`src/rtl/branch_predictor.sv`:
```
// Fetch-stage branch predictor: direct-mapped BTB with per-entry 2-bit counters,
// plus a gshare PHT/GHR pair, selectable by MODE, with a saturating mispredict counter.
module branch_predictor #(
    parameter int unsigned WORD_SIZE  = 16,
    parameter int unsigned INDEX_BITS = 6,
    parameter int unsigned MODE       = 2
) (
    input  logic                 clk,
    input  logic                 reset,
    input  logic [WORD_SIZE-1:0] pc_if,
    output logic                 predict_taken,
    output logic [WORD_SIZE-1:0] predict_target,
    output logic [WORD_SIZE-1:0] next_pc,
    input  logic                 update_valid,
    input  logic [WORD_SIZE-1:0] update_pc,
    input  logic                 update_is_cond,
    input  logic                 update_taken,
    input  logic [WORD_SIZE-1:0] update_target,
    input  logic                 update_pred_taken,
    input  logic [WORD_SIZE-1:0] update_pred_target,
    output logic [WORD_SIZE-1:0] mispredict_count
);
    localparam int unsigned ENTRIES  = 1 << INDEX_BITS;
    localparam int unsigned TAG_BITS = WORD_SIZE - INDEX_BITS;

    logic [ENTRIES-1:0]    valid_q;
    logic [TAG_BITS-1:0]   tag_q    [ENTRIES];
    logic [WORD_SIZE-1:0]  target_q [ENTRIES];
    logic [1:0]            ctr_q    [ENTRIES];
    logic [1:0]            pht_q    [ENTRIES];
    logic [INDEX_BITS-1:0] ghr_q;
    logic [WORD_SIZE-1:0]  count_q;

    function automatic logic [1:0] ctr_next(input logic [1:0] c, input logic up);
        if (up) begin
            return (c == 2'b11) ? c : c + 2'b01;
        end
        return (c == 2'b00) ? c : c - 2'b01;
    endfunction

    // Lookup path
    logic [INDEX_BITS-1:0] idx;
    logic [TAG_BITS-1:0]   tag_if;
    logic                  hit;

    assign idx    = pc_if[INDEX_BITS-1:0];
    assign tag_if = pc_if[WORD_SIZE-1:INDEX_BITS];
    assign hit    = valid_q[idx] && (tag_q[idx] == tag_if);

    always_comb begin
        predict_taken = 1'b0;
        case (MODE)
            1:       predict_taken = hit;
            2:       predict_taken = hit && ctr_q[idx][1];
            3:       predict_taken = hit && pht_q[idx ^ ghr_q][1];
            default: predict_taken = 1'b0;
        endcase
    end

    assign predict_target   = hit ? target_q[idx] : '0;
    assign next_pc          = predict_taken ? predict_target
                                            : pc_if + {{(WORD_SIZE-1){1'b0}}, 1'b1};
    assign mispredict_count = count_q;

    // Update path
    logic [INDEX_BITS-1:0] upd_idx;
    logic [INDEX_BITS-1:0] pht_idx;
    logic                  upd_hit;
    logic                  eff_taken;
    logic                  mispredict;
    logic                  entry_we;
    logic                  ctr_we;
    logic [1:0]            ctr_d;
    logic [INDEX_BITS:0]   ghr_shift;

    assign upd_idx    = update_pc[INDEX_BITS-1:0];
    assign pht_idx    = upd_idx ^ ghr_q;
    assign upd_hit    = valid_q[upd_idx] && (tag_q[upd_idx] == update_pc[WORD_SIZE-1:INDEX_BITS]);
    assign eff_taken  = update_taken | ~update_is_cond;
    assign mispredict = update_valid && ((update_pred_taken != eff_taken) ||
                        (eff_taken && (update_pred_target != update_target)));
    assign ghr_shift  = {ghr_q, update_taken};

    always_comb begin
        entry_we = 1'b0;
        ctr_we   = 1'b0;
        ctr_d    = ctr_q[upd_idx];
        if (!update_is_cond) begin
            entry_we = 1'b1;
            ctr_we   = 1'b1;
            ctr_d    = 2'b11;
        end else if (update_taken) begin
            entry_we = 1'b1;
            ctr_we   = 1'b1;
            ctr_d    = upd_hit ? ctr_next(ctr_q[upd_idx], 1'b1) : 2'b10;
        end else if (upd_hit) begin
            // Not-taken hit only trains the counter; target and tag stay.
            ctr_we = 1'b1;
            ctr_d  = ctr_next(ctr_q[upd_idx], 1'b0);
        end
    end

    always_ff @(posedge clk or posedge reset) begin
        if (reset) begin
            valid_q <= '0;
            for (int i = 0; i < int'(ENTRIES); i++) begin
                tag_q[i]    <= '0;
                target_q[i] <= '0;
                ctr_q[i]    <= 2'b01;
                pht_q[i]    <= 2'b01;
            end
            ghr_q   <= '0;
            count_q <= '0;
        end else if (update_valid) begin
            if (entry_we) begin
                valid_q[upd_idx]  <= 1'b1;
                tag_q[upd_idx]    <= update_pc[WORD_SIZE-1:INDEX_BITS];
                target_q[upd_idx] <= update_target;
            end
            if (ctr_we) begin
                ctr_q[upd_idx] <= ctr_d;
            end
            if (update_is_cond) begin
                pht_q[pht_idx] <= ctr_next(pht_q[pht_idx], update_taken);
                ghr_q          <= ghr_shift[INDEX_BITS-1:0];
            end
            if (mispredict && (count_q != '1)) begin
                count_q <= count_q + {{(WORD_SIZE-1){1'b0}}, 1'b1};
            end
        end
    end
endmodule

```
`config.mk`:
```
export PLATFORM = sky130hd
export DESIGN_NAME = branch_predictor
export DESIGN_NICKNAME = d
export VERILOG_FILES = /design/src/rtl/branch_predictor.sv
export SDC_FILE = /design/constraint.sdc
export NUM_CORES = 2
export LEC_CHECK = 0
export BUFFER_PORTS_ARGS = -buffer_cell sky130_fd_sc_hd__buf_2
export CORE_ASPECT_RATIO = 0.8
export CORE_MARGIN = 2
export CORE_UTILIZATION = 26
export DETAILED_ROUTE_END_ITERATION = 6
export PLACE_DENSITY_LB_ADDON = 0.15
export SYNTH_ARGS = -nofsm -noshare
export SYNTH_HDL_FRONTEND = slang
export SYNTH_SLANG_ARGS = --single-unit
```
`constraint.sdc`:
```
create_clock -name clk -period 68.5 [get_ports clk]
set_clock_uncertainty 0.2 [all_clocks]
set_input_delay 3.425 -clock clk [delete_from_list [all_inputs] [get_ports clk]]
set_output_delay 3.425 -clock clk [all_outputs]
set_load 0.1 [all_outputs]
```
==> impl_metrics.csv <==
group,metric,value,unit
routing,wl_per_cell,33.4,µm
worst_setup_path,r2r_setup_slack,63.74,ns
timing,timing.hold.ws,0.290,ns
clock_tree,cts_tree,"built",
cells_and_area,area_growth,14.0,%
timing,rsz0062_at_grt,"false",
clock_tree,cts-root-buf,"clkbuf_16",
worst_setup_path,worstSetupEndpointType,"primary output",
grt,grt.total_usage,0.198,
worst_setup_path,crit_arrival,10.95,ns
worst_setup_path,crit_path_start,"pc_if[0]",
grt,grt_pass1_wl,504,mm
placed_design,place_hpwl,215,mm
routing,viasPerCell,5.24,
synth,synth_xor_area_frac,0.00606,
synth,ys_ff_latch,1872,
worst_setup_path,crit_path_max_fanout,71,
synth,synth_area,0.0925,mm²
cells_and_area,num-fill-cells,35200,
synth,ys_warn_count,0,
timing,finalCritPeriodShare,0.213,
clock_tree,cts_buffers,208,
clock_tree,htreeDepth,4,
synth,synth_edf_count,0,
clock_tree,cts.sinks,1872,
synth,synthDistinctLibCells,68,
synth,synthAdderAreaFrac,0.000379,
timing,drv_slew,0,
worst_setup_path,critPathRequiredTime,64.88,ns
cells_and_area,ff_latch_area,0.0469,mm²
clock_tree,cts_resized,0,
timing,tns,0,ns
synth,yosys_most_used_dff,"dfrtp_1",
clock_tree,cts_hold_buf,0,
routing,ant_nets,0,
clock_tree,clock_latency,0.91,ns
synth,muxShareOfSynthArea,0.401,
worst_setup_path,reg2reg_depth,11,
timing,fmax,68.6,MHz
synth,ys_seq_area_frac,0.507,
hold_path,min-delay-start,"mispredict_count[10]",
placed_design,place_inst,10400,
grt,first_global_vias,57900,
floorplanning,initial_utilization,0.262,
synth,synthCells,5957,
synth,async_flop_share,1.00,
clock_tree,post-cts-setup-buffers,0,
routing,drc,0,
power,leakagePower,0.0460,µW
worst_setup_path,critical_path_class,"input pin to primary output",
floorplanning,die_y,537,µm
grt,grt_start_max_net_pins,145,
cells_and_area,drive_gt1_frac,0.566,
hold_path,hold_class,"register to register",
timing,final-setup-viol-count,0,
worst_setup_path,startpoint_type,"input pin",
status,run_status,"finished clean",
clock_tree,clk_pin_slew_worst_paths,0.06,ns
routing,wirelength,361,mm
cells_and_area,multi_input_area,0.0435,mm²
cells_and_area,instances_no_fill,10800,
placed_design,place_ws,53.85,ns
floorplanning,fp.dieW,671,µm
power,vdd_drop_max,20.2,µV
grt,grt_overflow_total,0,
timing,setup_ws,53.92,ns
power,finalPower,2900,µW
placed_design,port_buffers,118,
floorplanning,coreArea,0.353,mm²
run,max_cap_violations,0,
hold_path,hold_depth,1,
floorplanning,rows,195,
worst_setup_path,worstReg2RegEnd,"ctr_q[115]",
timing,period_minus_slack,14.58,ns
synth,synth_compound_area_frac,0.0236,
synth,synth-simple-area-share,0.0338,
synth,synth_area_per_cell,15.5,µm²
routing,drt_iter0_drc,4786,
placed_design,gp_congestion,0.802,
routing,firstDrtPassIters,6,
synth,synth_nets,6029,
hold_path,hold-path-endpoint,"mispredict_count[10]",
grt,antenna_found_initial,37,
routing,num_vias,56600,
worst_setup_path,rr_startpoint,"tag_q[104]",
cells_and_area,fin_nets,5959,
timing,tightest_slew,1.36,ns
timing,slew_headroom,0.0907,
timing,hold_viol,0,
power,power.density,27.6,mW/mm²
floorplanning,die_area,0.361,mm²
synth,synth_top_family_by_area,"multiplexers",
clock_tree,cts_buffer_depth,4,
floorplanning,num_io_pins,119,
[layout by cell type (no fill, tap or decap), types with 13 or more instances in the layout]
| cell type | Yosys | routed |
|---|---|---|
| a211oi_1 | 14 | 14 |
| a21oi_1 | 30 | 29 |
| a221oi_1 | 56 | 56 |
| a22oi_1 | 48 | 48 |
| a31oi_1 | 13 | 13 |
| and2_1 | 24 | 23 |
| and3_1 | 15 | 15 |
| buf_2 | 96 | 110 |
| buf_4 | 22 | 189 |
| clkbuf_1 | 419 | 40 |
| clkbuf_16 | 0 | 211 |
| clkbuf_8 | 0 | 61 |
| clkinv_2 | 0 | 31 |
| dfrtp_1 | 1808 | 1808 |
| dfstp_2 | 64 | 64 |
| diode_2 | 0 | 22 |
| mux2_2 | 1835 | 1835 |
| mux2i_1 | 131 | 130 |
| mux4_2 | 669 | 669 |
| nand2_1 | 74 | 52 |
| nand2_2 | 0 | 22 |
| nand2b_1 | 30 | 27 |
| nand3_1 | 38 | 37 |
| nand4_1 | 17 | 17 |
| nor2_1 | 95 | 48 |
| nor2_4 | 0 | 45 |
| nor2b_1 | 17 | 13 |
| nor3_2 | 41 | 42 |
| nor4_4 | 20 | 21 |
| o21ai_0 | 37 | 37 |
| o22ai_1 | 45 | 45 |
| or2_2 | 48 | 48 |
| xnor2_1 | 51 | 50 |
| xor2_1 | 13 | 13 |
[routing by layer]
layer | vias up | part of all wire | track usage
met1 | 31800 | 0.48 | 0.295
met2 | 1751 | 0.44 | 0.300
met5 | - | 0.000036 | 0
met4 | 2 | 0.021 | 0.0428
met3 | 432 | 0.056 | 0.0342
li1 | 22600 | - | -
[worst max-delay path, cell delays in order]
cell and delay (ns):
buf_8 0.49, buf_4 0.77, buf_12 0.49, buf_4 0.69
mux4_2 0.60, mux4_2 0.45, nor2b_1 0.14, a211oi_1 0.80
a31oi_1 0.12, xnor2_1 0.24, nand4_1 0.17, nor4_4 0.54
buf_4 0.46, and2_1 0.19, buf_4 0.34, mux2_2 0.38
buf_2 0.29
[kinds of logic (layout without fill, tap and decap cells)]
logic type      Yosys count  in the layout
other cells               0             22
fa+ha+maj                 3              3
xor+xnor                 64             64
buf+inv                 599            683
flops                  1872           1872
simple gates            480            480
compound gates          301            301
mux                    2638           2638
[cells in the mapped netlist (all sizes together), types with 40 or more instances]
| cell | count | area share |
|---|---|---|
| buf | 172 | 0.011 |
| nor3 | 47 | 0.0048 |
| mux2i | 131 | 0.014 |
| nor2 | 95 | 0.0039 |
| xnor2 | 51 | 0.0048 |
| dfrtp | 1808 | 0.49 |
| clkbuf | 419 | 0.017 |
| o22ai | 45 | 0.0030 |
| dfstp | 64 | 0.018 |
| or2 | 48 | 0.0032 |
| mux4 | 669 | 0.16 |
| mux2 | 1838 | 0.22 |
| a22oi | 48 | 0.0039 |
| a221oi | 56 | 0.0053 |
| o21ai | 40 | 0.0022 |
| nand2 | 74 | 0.0030 |
[per-stage QoR]
step	area [µm²]	util
final	105000	0.298
after global placement	98500	0.279
after CTS	105000	0.298
after global routing	105000	0.298
after detailed placement	98500	0.279
after floorplan	92500	-
[flip-flops by register name, indices dropped and copies added, names as in the netlist]
register / count
valid_q: 64
ctr_q: 128
mispredict_count: 16
target_q: 1024
tag_q: 640
[worst max path at each step]
stage	slack [ns]	endpoint
3_3_place_gp	53.86	next_pc[1]
4_1_cts	53.84	next_pc[1]
2_1_floorplan	12.12	ctr_q[101]
3_5_place_dp	53.85	next_pc[1]
6_report	53.92	next_pc[15]
5_1_grt	53.44	next_pc[1]
[power breakdown]
part / internal (µW) / switching (µW)
clock: 665 / 490
combinational: 216 / 210
sequential: 1240 / 83.8
total: 2120 / 784
[cell type report]
type	instances	area share
inverter	8	0.000427
sequential	1872	0.445
tap	4728	0.0561
multi-input combinational	3486	0.412
antenna	22	0.000522
clock inverter	52	0.00515
clock buffer	312	0.0595
timing repair buffer	311	0.0206
Note: power is estimated with default switching activity, not from simulation.
